--- src/rtl/oxi_pkg.sv ---
// Shared types and helpers for the AFE runtime sequencer: FSM states, channel ids,
// per-channel AFE settings and accumulator width.
package oxi_pkg;

    typedef enum logic [2:0] {
        ST_IDLE,
        ST_RED_SETTLE,
        ST_RED_ACQ,
        ST_IR_SETTLE,
        ST_IR_ACQ,
        ST_DARK_SETTLE,
        ST_DARK_ACQ,
        ST_PUBLISH
    } seq_state_t;

    localparam logic [1:0] CH_RED  = 2'd0;
    localparam logic [1:0] CH_IR   = 2'd1;
    localparam logic [1:0] CH_DARK = 2'd2;

    typedef struct packed {
        logic [6:0] dc;
        logic [3:0] pga;
    } afe_cfg_t;

    // Sum of 2^log2_samples 8-bit samples always fits in this many bits.
    function automatic int acc_w(input int log2_samples);
        return 8 + log2_samples;
    endfunction

    function automatic logic [1:0] state_ch(input seq_state_t s);
        case (s)
            ST_RED_SETTLE, ST_RED_ACQ: return CH_RED;
            ST_IR_SETTLE, ST_IR_ACQ:   return CH_IR;
            default:                   return CH_DARK;
        endcase
    endfunction

endpackage

--- src/rtl/led_adc_sequencer_phase_accumulator.sv ---
// Sums 2^LOG2_SAMPLES ADC samples; on the last enabled cycle presents the
// truncated average and a done flag, then rearms itself.
module phase_accumulator
    import oxi_pkg::*;
#(
    parameter int LOG2_SAMPLES = 2
) (
    input  logic       CLK,
    input  logic       rst_n,
    input  logic       clear,
    input  logic       enable,
    input  logic [7:0] adc,
    output logic [7:0] result,
    output logic       done
);
    localparam int ACC_W = acc_w(LOG2_SAMPLES);
    localparam int CNT_W = (LOG2_SAMPLES > 0) ? LOG2_SAMPLES : 1;
    localparam int N     = 1 << LOG2_SAMPLES;

    logic [ACC_W-1:0] acc;
    logic [ACC_W-1:0] sum;
    logic [CNT_W-1:0] cnt;

    // The current sample is folded in combinationally so the result is ready on the last cycle.
    assign sum    = acc + ACC_W'(adc);
    assign result = sum[LOG2_SAMPLES +: 8];
    assign done   = enable && (cnt == CNT_W'(N - 1));

    always_ff @(posedge CLK or negedge rst_n) begin
        if (!rst_n) begin
            acc <= '0;
            cnt <= '0;
        end else if (clear || done) begin
            acc <= '0;
            cnt <= '0;
        end else if (enable) begin
            acc <= sum;
            cnt <= cnt + 1'b1;
        end
    end

endmodule

--- src/rtl/led_adc_sequencer.sv ---
// Runtime AFE scheduler: per frame runs RED, IR and DARK phases (settle, then
// average ADC), then publishes the three averages with a one-cycle strobe.
module led_adc_sequencer
    import oxi_pkg::*;
#(
    parameter int SETTLE_CYC   = 4,
    parameter int LOG2_SAMPLES = 2
) (
    input  logic       CLK,
    input  logic       rst_n,
    input  logic       start,
    input  logic [6:0] RED_DC_Comp,
    input  logic [3:0] RED_PGA,
    input  logic [6:0] IR_DC_Comp,
    input  logic [3:0] IR_PGA,
    input  logic [7:0] ADC,
    output logic       LED_RED,
    output logic       LED_IR,
    output logic [6:0] DC_Comp,
    output logic [3:0] PGA_Gain,
    output logic [7:0] RED_ADC_Value,
    output logic [7:0] IR_ADC_Value,
    output logic [7:0] DARK_ADC_Value,
    output logic       sample_valid,
    output logic       busy
);
    localparam int SC_W = (SETTLE_CYC > 1) ? $clog2(SETTLE_CYC) : 1;

    seq_state_t      state;
    logic [SC_W-1:0] scnt;
    afe_cfg_t        red_cfg, ir_cfg;
    logic [7:0]      hold_red, hold_ir;
    logic            acq, frame_go, settle_end, acc_done;
    logic [7:0]      acc_res;

    assign acq        = state inside {ST_RED_ACQ, ST_IR_ACQ, ST_DARK_ACQ};
    assign frame_go   = start && (state == ST_IDLE || state == ST_PUBLISH);
    assign settle_end = (scnt == SC_W'(SETTLE_CYC - 1));

    phase_accumulator #(.LOG2_SAMPLES(LOG2_SAMPLES)) u_acc (
        .CLK    (CLK),
        .rst_n  (rst_n),
        .clear  (!acq),
        .enable (acq),
        .adc    (ADC),
        .result (acc_res),
        .done   (acc_done)
    );

    always_ff @(posedge CLK or negedge rst_n) begin
        if (!rst_n) begin
            red_cfg <= '0;
            ir_cfg  <= '0;
        end else if (frame_go) begin
            red_cfg <= '{dc: RED_DC_Comp, pga: RED_PGA};
            ir_cfg  <= '{dc: IR_DC_Comp,  pga: IR_PGA};
        end
    end

    // DARK needs no holding register: its result goes straight to the published outputs.
    always_ff @(posedge CLK or negedge rst_n) begin
        if (!rst_n) begin
            hold_red <= '0;
            hold_ir  <= '0;
        end else if (acc_done) begin
            if (state_ch(state) == CH_RED) hold_red <= acc_res;
            if (state_ch(state) == CH_IR)  hold_ir  <= acc_res;
        end
    end

    always_ff @(posedge CLK or negedge rst_n) begin
        if (!rst_n) begin
            state          <= ST_IDLE;
            scnt           <= '0;
            LED_RED        <= 1'b0;
            LED_IR         <= 1'b0;
            DC_Comp        <= '0;
            PGA_Gain       <= '0;
            RED_ADC_Value  <= '0;
            IR_ADC_Value   <= '0;
            DARK_ADC_Value <= '0;
            sample_valid   <= 1'b0;
            busy           <= 1'b0;
        end else begin
            sample_valid <= 1'b0;
            if (frame_go) begin
                // Drive from the inputs directly: the latch captures them on this same edge.
                state    <= ST_RED_SETTLE;
                scnt     <= '0;
                LED_RED  <= 1'b1;
                LED_IR   <= 1'b0;
                DC_Comp  <= RED_DC_Comp;
                PGA_Gain <= RED_PGA;
                busy     <= 1'b1;
            end else begin
                case (state)
                    ST_IDLE: ;
                    ST_RED_SETTLE, ST_IR_SETTLE, ST_DARK_SETTLE: begin
                        scnt <= scnt + 1'b1;
                        if (settle_end) begin
                            scnt <= '0;
                            case (state)
                                ST_RED_SETTLE: state <= ST_RED_ACQ;
                                ST_IR_SETTLE:  state <= ST_IR_ACQ;
                                default:       state <= ST_DARK_ACQ;
                            endcase
                        end
                    end
                    ST_RED_ACQ: if (acc_done) begin
                        state    <= ST_IR_SETTLE;
                        LED_RED  <= 1'b0;
                        LED_IR   <= 1'b1;
                        DC_Comp  <= ir_cfg.dc;
                        PGA_Gain <= ir_cfg.pga;
                    end
                    ST_IR_ACQ: if (acc_done) begin
                        state  <= ST_DARK_SETTLE;
                        LED_IR <= 1'b0;
                    end
                    ST_DARK_ACQ: if (acc_done) begin
                        state          <= ST_PUBLISH;
                        RED_ADC_Value  <= hold_red;
                        IR_ADC_Value   <= hold_ir;
                        DARK_ADC_Value <= acc_res;
                        sample_valid   <= 1'b1;
                    end
                    ST_PUBLISH: begin
                        state <= ST_IDLE;
                        busy  <= 1'b0;
                    end
                    default: begin
                        state   <= ST_IDLE;
                        scnt    <= '0;
                        LED_RED <= 1'b0;
                        LED_IR  <= 1'b0;
                        busy    <= 1'b0;
                    end
                endcase
            end
        end
    end

endmodule

--- config.mk ---
export PLATFORM = sky130hd
export DESIGN_NAME = led_adc_sequencer
export DESIGN_NICKNAME = d
export VERILOG_FILES = /design/src/rtl/oxi_pkg.sv /design/src/rtl/led_adc_sequencer_phase_accumulator.sv /design/src/rtl/led_adc_sequencer.sv
export SDC_FILE = /design/constraint.sdc
export NUM_CORES = 1
export LEC_CHECK = 0
export BUFFER_PORTS_ARGS = -buffer_cell sky130_fd_sc_hd__buf_2
export CORE_ASPECT_RATIO = 0.7
export CORE_MARGIN = 10
export CORE_UTILIZATION = 50
export CTS_BUF_LIST = sky130_fd_sc_hd__clkbuf_2
export DETAILED_ROUTE_END_ITERATION = 10
export PLACE_DENSITY = 0.76
export RECOVER_POWER = 25
export SLEW_MARGIN = 20
export SYNTH_ARGS = -nofsm -noshare
export SYNTH_HDL_FRONTEND = slang
export SYNTH_SLANG_ARGS = --single-unit
--- constraint.sdc ---
create_clock -name CLK -period 1.82 [get_ports CLK]
set_input_delay 0.546 -clock CLK [delete_from_list [all_inputs] [get_ports CLK]]
set_output_delay 0.546 -clock CLK [all_outputs]
set_load 0.005 [all_outputs]
Word-level counts from Yosys, hierarchy flattened --
Index checks and enable logic that the tools add are counted.
Storage, ports and cells: flip-flop bits (word level) 83, bits of input ports 33, word-level logic and storage cells 92
Operators by class: add/subtract/negate cells 3, eq/ne operators 14, multiplexer cells 33, bitwise gates (word level) 1, reductions and logical operators 24
Operators with widths (count):
- $mux W7 | 3
- $mux W10 | 2
- $mux W3 | 5
- $pmux W3 S5 | 1
- $eq A3 B3 Y1 const B | 4
- $mux W2 | 6
- $mux W4 | 3
- $add A10 B8 Y10 | 1
- $mux W1 | 10
- $reduce_bool A2 Y1 | 5
- $ne A3 B2 Y1 const B | 3
- $eq A3 B2 Y1 const B | 2
- $pmux W3 S2 | 1
- $reduce_and A2 Y1 | 3
- $reduce_and A3 Y1 | 2
- $reduce_bool A3 Y1 | 2
- $reduce_bool A6 Y1 | 1
- $reduce_and A5 Y1 | 1
- $add A2 B1 Y2 const B | 2
- $eq A2 B2 Y1 const B | 2
- $pmux W2 S2 | 1
- $reduce_or A2 Y1 | 2
- $eq A3 B1 Y1 const B | 1
- $logic_not A3 Y1 | 1
- 9 further kinds | 11

Logic depth before layout (Yosys ltp) --
Gate-level depths: netlist of the first run.
depth after elaboration 6, gate-level depth with buffers 7, mapped depth without buffers 6

Cells and area by module --
From an unflattened synthesis of the first run, not the netlist that was laid out.
Unflattened totals: cells, all modules 314, area total of the unflattened synthesis 4023.9 sq um
By module, submodules not included:
- led_adc_sequencer | instances 1, cells an instance 215, area an instance 3109.2 sq um, sequential area each 1776.7 sq um
- phase_accumulator | instances 1, cells an instance 99, area an instance 914.6 sq um, sequential area each 300.3 sq um

Worst setup path before layout of the first run --
No wires, ideal clock.
kind in2reg, start input port ADC[0], end register hold_ir[4], setup time 0.069 ns, arrival time 2.094 ns, data required time 1.751 ns, slack -0.343 ns, stages on the path 6, buffers on the path 0, cell sequence ha_1 > fa_1 > a211oi_4 > o21bai_2 > or3_1 > nand3_1
On the way: word-level cells in the longest chain between the ends 1
RTL lines:
- start, declared | line led_adc_sequencer.sv:16 | input logic [7:0] ADC,
- $add A10 B8 Y10 | line led_adc_sequencer_phase_accumulator.sv:25 | assign sum = acc + ACC_W'(adc);
- end signal, assigned | line led_adc_sequencer.sv:67 | if (state_ch(state) == CH_IR) hold_ir <= acc_res;
- end, declared | line led_adc_sequencer.sv:32 | logic [7:0] hold_red, hold_ir;
Every way passes these cells. A chain may end at the register's enable or synchronous reset.

Final worst setup path of the first run --
start register u_acc.acc[0], end register u_acc.acc[8]
On the way: word-level cells in the longest chain between the ends 3
RTL lines:
- start, declared | line led_adc_sequencer_phase_accumulator.sv:20 | logic [ACC_W-1:0] acc;
- start signal, assigned | line led_adc_sequencer_phase_accumulator.sv:37 | acc <= sum;
- $add A10 B8 Y10 | line led_adc_sequencer_phase_accumulator.sv:25
- $mux W10 | line led_adc_sequencer_phase_accumulator.sv:36 | end else if (enable) begin
- $mux W10 | line led_adc_sequencer_phase_accumulator.sv:33 | end else if (clear || done) begin
Every way passes these cells. The select of a mux whose other input is x is not followed.

==> impl_metrics.yaml, run 1 <==
pwr:
  p_leak_nw: 2.44
  total_power_mw: 5.58
  p_seq_share_pct: 44.7
  p_sw_share_pct: 34.0
  power_density_nw_per_um2: 1140
  peakVddDrop_v: 0.00110
  p_int_mw: 3.69
  combPwrFrac_pct: 35.7
  p_switching_mw: 1.90
  clkPwrFrac_pct: 19.6
synthesis:
  synth_xor_xnor_area_share_pct: 0.899
  synth_edf_count: 0
  synth_compound_area_share_pct: 13.3
  synth_top_family_by_area: "simple AND/OR/NAND/NOR gates"
  synth-seq-cells: 83
  ys_types: 54
  synthMuxAreaShare_pct: 5.01
  synth_seq_area_share_pct: 53.3
  synth_top_flop_cell: "dfrtp_1"
  synth_top_area_share_pct: 53.3
  postSynthAreaPerCell_um2: 9.86
  yosys.area.top_type: "dfrtp_1"
  synthTopCellsByArea: "dfrtp_1 53%, nand2_1 9.8%, ha_1 3.2%"
  synthesis.nets: 439
  synth_fa_ha_area_share_pct: 3.73
  synthCells: 395
  async_flop_share_pct: 100
  ys_warn_count: 0
  synth_simple_gate_area_share_pct: 20.6
  netlist_area_um2: 3890
critical_path:
  cp-start-kind: "register"
  cp_slowest_cell: "dfrtp_1"
  cpPeakStageDelay_ns: 0.45
  path_class: "reg2reg"
  critical_path_arrival_ns: 2.41
  cpLargestDelayFamily: "adder cells"
  end_kind: "register"
  crit_buf_inv: 0
  crit_chain: "ha_4 -> fa_2 -> a211oi_4 -> nor3_4 -> mux2_2 -> a31oi_1"
  cp_max_fo: 3
  required_ns: 2.29
global_routing:
  grt_first_pass_wirelength_mm: 16.0
  grt_max_degree: 84
  gr-usage-all-layers_pct: 16.4
  grt_pass1_vias: 3291
  overflow: 0
  antenna_found_initial: 0
placed_design:
  gp_congestion: 0.848
  io_buffers: 71
  pre_cts_slack_ns: -0.417
  place_inst: 583
  place_area_um2: 4630
  dp_hpwl_mm: 6.61
run_status:
  status: "finished, violations left"
  failed_checks: "setup timing"
timing:
  finalWorstSetupSlack_ns: -0.112
  setup_tns_ns: -0.772
  rsz0062_at_grt: "yes"
  fmax_mhz: 518
  max_slew_margin_pct: 25.4
  hold_viol_final: 0
  fin_crit_sh_pct: 106
  holdWs_ns: 0.185
  period_needed_ns: 1.93
  drv_slew: 0
  tightest_slew_ns: 1.12
  fin_worst_skew_ns: 0.0250
  finalSetupViolCount: 14
clock_tree:
  cts_buffer_depth: 2
  insertion_delay_ns: 0.56
  cts_buffers: 9
  cts_tree: "built"
  clock_sinks: 83
  path_clk_slew_ns: 0.22
  htreeDepth: 3
  root_buffer: "clkbuf_2"
floorplanning:
  core_area_um2: 7450
  initial_core_util_pct: 52.3
  die_h_um: 93.8
  die_w_um: 125
  die-area_um2: 11800
  ios: 72
  rows: 26
finish:
  nFillCells: 620
  drive_gt1_share_pct: 32.3
  area_growth_pct: 25.6
  most-common-layout-cells: "102 x nand2_1, 83 x dfrtp_1, 70 x buf_2"
  instances_no_fill: 602
  final_common_cell: "nand2_1"
  final_util_pct: 65.7
  postLayoutCellArea_um2: 4890
  diodes: 0
  finalNetCount: 543
routing:
  vias: 3238
  drtAntennaViolNets: 0
  vias_per_cell: 5.38
  first_iter_violations: 166
  remaining_drc_errors: 0
  first_pass_iters: 5
  route.final.wire_length_mm: 9.38
  routedWlPerCell_um: 15.6
flow_run:
  drv_cap: 0
hold_path:
  hold_path.class: "in2reg"
## flip-flops by register name (all words and copies together) (netlist names)
register / flops
ir_cfg: 11
u_acc.acc: 10
DARK_ADC_Value: 8
IR_ADC_Value: 8
RED_ADC_Value: 8
hold_ir: 8
hold_red: 8
DC_Comp: 7
PGA_Gain: 4
state: 3
scnt: 2
u_acc.cnt: 2
LED_IR: 1
LED_RED: 1
busy: 1
sample_valid: 1
## Yosys cell counts (2+ instances only)
| cell | n |
|---|---|
| a21o_1 | 4 |
| nor2_1 | 26 |
| a31oi_1 | 15 |
| o31ai_1 | 3 |
| nand4bb_1 | 2 |
| and2_1 | 4 |
| buf_4 | 3 |
| clkbuf_1 | 6 |
| o221ai_1 | 2 |
| nand2b_1 | 6 |
| dfrtp_1 | 83 |
| xor2_1 | 3 |
| mux2_2 | 7 |
| nor4_1 | 3 |
| nor3_1 | 7 |
| nand3_1 | 12 |
| nand2_1 | 102 |
| or3_1 | 2 |
| a211o_1 | 2 |
| o21bai_1 | 2 |
| ha_1 | 10 |
| o211ai_1 | 2 |
| mux2i_1 | 6 |
| o21ai_0 | 18 |
| buf_2 | 11 |
| a211oi_1 | 3 |
| o21ai_1 | 2 |
| mux2_1 | 5 |
| o21a_1 | 3 |
| a21oi_1 | 16 |
| and3_1 | 2 |
## cell type report
class / count / area (um2) / area share (%)
Sequential cell: 83 / 2080 / 42.5
Multi-Input combinational cell: 288 / 1830 / 37.5
Timing Repair Buffer: 115 / 719 / 14.7
Tap cell: 98 / 123 / 2.51
Clock inverter: 5 / 77.6 / 1.59
Clock buffer: 11 / 55.1 / 1.13
Inverter: 2 / 7.51 / 0.153
## power by group through the flow
| stage | Clock, mW | Combinational [mW] | Sequential [mW] |
|---|---|---|---|
| floorplan | 0 | 1.20 | 2.43 |
| global placement | 0 | 1.82 | 2.49 |
| detailed placement | 0 | 1.89 | 2.50 |
| CTS | 1.13 | 1.93 | 2.48 |
| global route | 1.20 | 2.21 | 2.55 |
| finish | 1.09 | 1.99 | 2.50 |
## logic make-up after synthesis
family                     count (synthesis)
muxes                                     18
DFF                                       83
xor gates and xnor gates                   4
AOI/OAI and AO/OA                         79
and+or+nand+nor                          176
adders and majority gates                 11
buffers and inverters                     24
## worst paths after layout
kind	from	slack [ns]	depth (start not counted)	endpoint
worst max-delay path	u_acc.acc[0]	-0.11	6	u_acc.acc[8]
worst min-delay path	IR_DC_Comp[6]	0.18	2	ir_cfg[10]
worst min register to register	u_acc.cnt[0]	0.47	1	u_acc.cnt[0]
worst max register to register	u_acc.acc[0]	-0.11	6	u_acc.acc[8]
max in group asynchronous	rst_n	0.26	3	IR_ADC_Value[4]
min in group asynchronous	rst_n	0.82	3	u_acc.acc[2]
## per-layer routing
metal	wire, um	GRT usage [%]	up-vias
met5	0	0	-
met4	117	3.92	0
met3	704	7.61	11
met2	4290	26.4	90
met1	4260	19.7	1556
li1	-	-	1581
## what timing repair did
action	in CTS	in global routing
hold endpoints to repair	83	0
buffers inserted	0	2
hold buffers	1	0
endpoints found under the setup margin	17	29
pin swaps	9	8
gates resized for setup	5	13
No activity file was read; power rests on OpenSTA's default activity.
==> run 2, diff against run 1 <==
--- a/config.mk
+++ b/config.mk
@@ -10,9 +10,11 @@
 export CORE_MARGIN = 10
 export CORE_UTILIZATION = 50
 export CTS_BUF_LIST = sky130_fd_sc_hd__clkbuf_2
+export CTS_CLUSTER_SIZE = 14
 export DETAILED_ROUTE_END_ITERATION = 10
 export PLACE_DENSITY = 0.76
 export RECOVER_POWER = 25
+export REMOVE_ABC_BUFFERS = 1
 export SLEW_MARGIN = 20
 export SYNTH_ARGS = -nofsm -noshare
 export SYNTH_HDL_FRONTEND = slang
==> constraint.sdc (replaced) <==
create_clock -name CLK -period 1.7 [get_ports CLK]
set_input_delay 0.51 -clock CLK [delete_from_list [all_inputs] [get_ports CLK]]
set_output_delay 0.51 -clock CLK [all_outputs]
set_load 0.005 [all_outputs]
==> run 2 against run 1 <==
Net effect: the run still ends with setup timing left; combinational power grew 14%; setup slack worse by 0.14 ns; power rose by 15%; maximum frequency fell by 0.85%; register-to-register slack worse by 0.14 ns; design area is 6.0% higher; core utilization grew 3.9 points; critical path type unchanged.
==> impl_metrics.yaml, run 2 (same netlist as run 1, synthesis figures left out) <==
floorplanning:
  rows: 26
  ios: 72
  die_h_um: 93.8
  initial_core_util_pct: 52.3
  die_w_um: 125
  die-area_um2: 11800
  core_area_um2: 7450
finish:
  instances_no_fill: 623
  top_register: "ir_cfg"
  final_util_pct: 69.6
  most-common-layout-cells: "102 x nand2_1, 83 x dfrtp_1, 69 x buf_2"
  finalNetCount: 563
  multi_input_comb_area_um2: 1880
  nFillCells: 585
  top_regs: "ir_cfg x11, u_acc.acc x10"
  largest_reg_flops: 11
  drive_gt1_share_pct: 36.3
  postLayoutCellArea_um2: 5180
  register_area_um2: 2080
  final_common_cell: "nand2_1"
  area_growth_pct: 33.1
routing:
  drtAntennaViolNets: 0
  remaining_drc_errors: 0
  first_iter_violations: 206
  route.final.wire_length_mm: 10.2
  vias_per_cell: 5.42
  first_pass_iters: 4
  vias: 3376
  routedWlPerCell_um: 16.3
timing:
  fmax_mhz: 513
  fin_worst_skew_ns: 0.0328
  rsz0062_at_grt: "yes"
  finalWorstSetupSlack_ns: -0.248
  fin_crit_sh_pct: 115
  hold_viol_final: 0
  tightest_slew_ns: 1.13
  drv_slew: 0
  period_needed_ns: 1.95
  max_slew_margin_pct: 24.9
  finalSetupViolCount: 26
flow_run:
  drv_cap: 0
critical_path:
  cp_max_fo: 6
  end_kind: "register"
  path_class: "reg2reg"
  required_ns: 2.22
  cp-start-kind: "register"
  critical_path_arrival_ns: 2.47
hold_path:
  hold_path.class: "in2reg"
pwr:
  power_density_nw_per_um2: 1240
  total_power_mw: 6.43
  peakVddDrop_v: 0.00111
  p_leak_nw: 2.57
run_status:
  failed_checks: "setup timing"
  status: "finished, violations left"
clock_tree:
  root_buffer: "clkbuf_2"
  htreeDepth: 3
  path_clk_slew_ns: 0.25
  insertion_delay_ns: 0.59
  cts_buffer_depth: 2
  cts_buffers: 9
  cts_tree: "built"
  clock_sinks: 83
global_routing:
  grt_max_degree: 84
  gr-usage-all-layers_pct: 17.2
  grt_first_pass_wirelength_mm: 16.6
  overflow: 0
  antenna_found_initial: 2
  grt_pass1_vias: 3440
placed_design:
  gp_congestion: 0.902
  io_buffers: 71
  dp_hpwl_mm: 6.88
  pre_cts_slack_ns: -0.629
  place_inst: 581
  place_area_um2: 4620
## run 2: repair_timing
item | 4_1_cts | 5_1_grt
endpoints found under the hold margin | 83 | 0
gates cloned | 0 | 0
buffers inserted | 9 | 17
resized for setup | 22 | 18
pin swaps | 24 | 15
hold buffers | 1 | 0
endpoints found under the setup margin | 41 | 69
## run 2: metal layers
metal | GRT usage, % | wire length, um
met1 | 20.5 | 4440
met2 | 27.5 | 4740
met3 | 7.78 | 855
met4 | 5.16 | 125
met5 | 0 | 7
## run 2: where the power goes
| group | switching (mW) | total, mW | internal [mW] |
|---|---|---|---|
| logic | 1.15 | 2.27 | 1.12 |
| clock network | 0.696 | 1.49 | 0.791 |
| registers | 0.288 | 2.67 | 2.38 |
| total | 2.13 | 6.43 | 4.29 |
## run 2: layout make-up
cell class / instances / share of cell area (%)
Clock inverter: 6 / 2.63
Clock buffer: 10 / 0.965
Inverter: 2 / 0.145
Timing Repair Buffer: 135 / 17.5
Multi-Input combinational cell: 288 / 36.3
Tap cell: 98 / 2.37
Sequential cell: 83 / 40.1
Antenna cell: 1 / 0.0483
## run 2: final timing paths
| check | startpoint | endpoint | slack (ns) | depth (start not counted) |
|---|---|---|---|---|
| max reg2reg | u_acc.acc[0] | hold_ir[4] | -0.25 | 6 |
| max | u_acc.acc[0] | hold_ir[4] | -0.25 | 6 |
| min reg2reg | u_acc.cnt[0] | u_acc.cnt[0] | 0.48 | 1 |
| max in group asynchronous | rst_n | ir_cfg[3] | 0.19 | 3 |
| min in group asynchronous | rst_n | IR_ADC_Value[4] | 0.78 | 3 |
| min | IR_DC_Comp[4] | ir_cfg[8] | 0.14 | 2 |
## run 2: metrics by stage
stage,hold slack [ns],setup TNS [ns]
after global placement,0.419,-11.58
after global routing,0.0836,-6.19
after floorplan,0.214,-10.29
after CTS,0.0883,-4.01
final,0.139,-3.13
after detailed placement,0.451,-12.55
## run 2: worst max-delay path, stage by stage (launching register included)
cell      delay [ns]
dfrtp_1         0.45
ha_4            0.18
fa_2            0.38
a211oi_4        0.34
o21bai_4        0.15
or3_1           0.36
nand3_1         0.07
==> run 3, diff against run 2 <==
--- a/config.mk
+++ b/config.mk
@@ -18,4 +18,5 @@
 export SLEW_MARGIN = 20
 export SYNTH_ARGS = -nofsm -noshare
 export SYNTH_HDL_FRONTEND = slang
+export SYNTH_HIERARCHICAL = 1
 export SYNTH_SLANG_ARGS = --single-unit
==> run 3 against run 2 <==
Net effect: the run still ends with setup timing left; core utilization up 0.66 points; sequential cell count unchanged; die area up 2.7%; setup slack worse by 0.075 ns; maximum frequency down 3.7%.
==> impl_metrics.yaml, run 3 <==
clock_tree:
  htreeDepth: 3
  cts_tree: "built"
  root_buffer: "clkbuf_2"
  path_clk_slew_ns: 0.22
  insertion_delay_ns: 0.56
  cts_buffers: 9
  cts_buffer_depth: 2
  clock_sinks: 83
synthesis:
  postSynthAreaPerCell_um2: 12.8
  synth.most_common_cell: "dfrtp_1"
  ys_warn_count: 6
  synth_fa_ha_area_share_pct: 3.61
  synth_top_family_by_area: "multiplexers"
  synthTopCellsByArea: "dfrtp_1 52%, mux2_4 9.3%, mux2_2 5.3%"
  synthMuxAreaShare_pct: 19.6
  synth_edf_count: 0
  synthCells: 314
  synth_commonest_cells: "83 x dfrtp_1, 25 x mux2_4, 23 x nor2_1"
  synth_top_area_share_pct: 51.6
  async_flop_share_pct: 100
  netlist_area_um2: 4020
  synth_seq_area_share_pct: 51.6
  synth_xor_xnor_area_share_pct: 1.52
  synth_top_flop_cell: "dfrtp_1"
  synth-seq-cells: 83
  synth_compound_area_share_pct: 10.3
  synth_simple_gate_area_share_pct: 10.3
  ys_types: 51
  yosys.area.top_type: "dfrtp_1"
hold_path:
  hold_path.class: "in2reg"
global_routing:
  gr-usage-all-layers_pct: 15.3
  grt_max_degree: 33
  overflow: 0
  grt_first_pass_wirelength_mm: 15.0
  antenna_found_initial: 0
  grt_pass1_vias: 3029
critical_path:
  critical_path_arrival_ns: 2.50
  cpLargestDelayFamily: "adder cells"
  cp_slowest_cell: "dfrtp_1"
  cp_max_fo: 3
  crit_chain: "ha_2 -> fa_2 -> a21oi_2 -> buf_4 -> o2111ai_2 -> a21oi_2 -> xnor2_2 -> mux2_4"
  end_kind: "register"
  crit_buf_inv: 1
  cp-start-kind: "register"
  cpPeakStageDelay_ns: 0.42
  required_ns: 2.17
  path_class: "reg2reg"
  cp_common_cell: "a21oi_2"
floorplanning:
  die_h_um: 95.1
  ios: 72
  rows: 27
  die_w_um: 127
  initial_core_util_pct: 51.3
  die-area_um2: 12100
  core_area_um2: 7840
placed_design:
  place_area_um2: 4730
  dp_hpwl_mm: 6.19
  pre_cts_slack_ns: -0.711
  io_buffers: 71
  gp_congestion: 0.839
timing:
  rsz0062_at_grt: "yes"
  tightest_slew_ns: 0.706
  setup_tns_ns: -6.86
  finalWorstSetupSlack_ns: -0.324
  fmax_mhz: 494
  fin_worst_skew_ns: 0.0308
  max_slew_margin_pct: 52.9
  finalSetupViolCount: 41
  hold_viol_final: 0
  fin_crit_sh_pct: 119
  period_needed_ns: 2.02
  drv_slew: 0
routing:
  first_pass_iters: 4
  route.final.wire_length_mm: 9.97
  drtAntennaViolNets: 0
  vias: 2994
  first_iter_violations: 166
  remaining_drc_errors: 0
  vias_per_cell: 5.36
  routedWlPerCell_um: 17.8
finish:
  top_register: "ir_cfg"
  most-common-layout-cells: "83 x dfrtp_1, 71 x buf_2, 49 x buf_4"
  diodes: 0
  final_common_cell: "dfrtp_1"
  top_regs: "ir_cfg x11, u_acc/acc x10"
  area_growth_pct: 36.8
  drive_gt1_share_pct: 56.6
  largest_reg_flops: 11
  nFillCells: 569
  postLayoutCellArea_um2: 5510
  finalNetCount: 499
run_status:
  failed_checks: "setup timing"
  status: "finished, violations left"
pwr:
  power_density_nw_per_um2: 1470
  p_leak_nw: 2.67
  peakVddDrop_v: 0.000922
  total_power_mw: 8.07
flow_run:
  drv_cap: 0
[run 3: changes by cell type after synthesis, sizes merged, moves of 5 or more]
cell | previous run | this run
a21oi | 16 | 29
a31oi | 15 | 4
buf | 16 | 9
inv | 1 | 7
mux2 | 12 | 52
mux2i | 6 | 11
nand2 | 102 | 12
nand3 | 12 | 4
nor2b | 1 | 8
nor3 | 9 | 3
o21ai | 21 | 10
[run 3: worst register-to-register path, stage by stage, from the launching register on]
cell       delay, ns
dfrtp_1         0.42
ha_2            0.19
fa_2            0.35
a21oi_2         0.13
buf_4           0.14
o2111ai_2       0.12
a21oi_2         0.23
xnor2_2         0.10
mux2_4          0.28
[run 3: metal layers]
layer | up-vias | GRT usage, % | share of wire [%]
met4 | 0 | 4.82 | 0.86
met3 | 14 | 4.99 | 5.9
li1 | 1401 | - | -
met1 | 1506 | 19.0 | 45
met5 | - | 0 | 0
met2 | 73 | 25.0 | 48
[run 3: final cells by class]
| cell class | instances | area (um2) | area share (%) |
|---|---|---|---|
| Timing Repair Buffer | 142 | 1070 | 19.5 |
| Clock buffer | 9 | 45.0 | 0.818 |
| Clock inverter | 5 | 80.1 | 1.45 |
| Sequential cell | 83 | 2080 | 37.7 |
| Inverter | 7 | 26.3 | 0.477 |
| Tap cell | 101 | 126 | 2.30 |
| Multi-Input combinational cell | 212 | 2080 | 37.7 |
[run 3: logic make-up after synthesis]
logic type / count (synthesis)
xor gates and xnor gates: 7
and+or+nand+nor: 73
AOI/OAI and AO/OA: 58
adders and majority gates: 11
DFF: 83
buffers and inverters: 19
muxes: 63
[run 3: final timing paths]
path                          startpoint                end  slack, ns  cells after the start
setup / recovery            u_acc/acc[0]  DARK_ADC_Value[6]      -0.32                      8
hold / removal             IR_DC_Comp[3]          ir_cfg[7]       0.17                      2
min in group asynchronous          rst_n       u_acc/acc[8]       0.48                      2
max in group asynchronous          rst_n   RED_ADC_Value[2]       0.15                      3
setup reg to reg            u_acc/acc[0]  DARK_ADC_Value[6]      -0.32                      8
hold reg to reg               hold_ir[5]         hold_ir[5]       0.52                      1
[run 3: repair_timing]
action,4_1_cts,5_1_grt
gates resized for setup,34,41
setup endpoints to repair,51,86
setup buffers,5,32
endpoints found under the hold margin,25,0
hold buffers,1,0
pin swaps,20,14
gates cloned,2,2
[run 3: power by group]
| group | internal [mW] | switching (mW) |
|---|---|---|
| clock | 0.466 | 0.680 |
| sequential | 2.79 | 0.497 |
| combinational | 2.13 | 1.51 |
| total | 5.39 | 2.68 |
[run 3: stage by stage]
stage                     utilization, %  hold WS [ns]  instances
after floorplan                        -         0.214        302
after global placement              60.3         0.459        506
after detailed placement            60.3         0.460        506
after CTS                           65.0         0.134        528
after global routing                70.2         0.121        559
final                               70.2         0.165        559
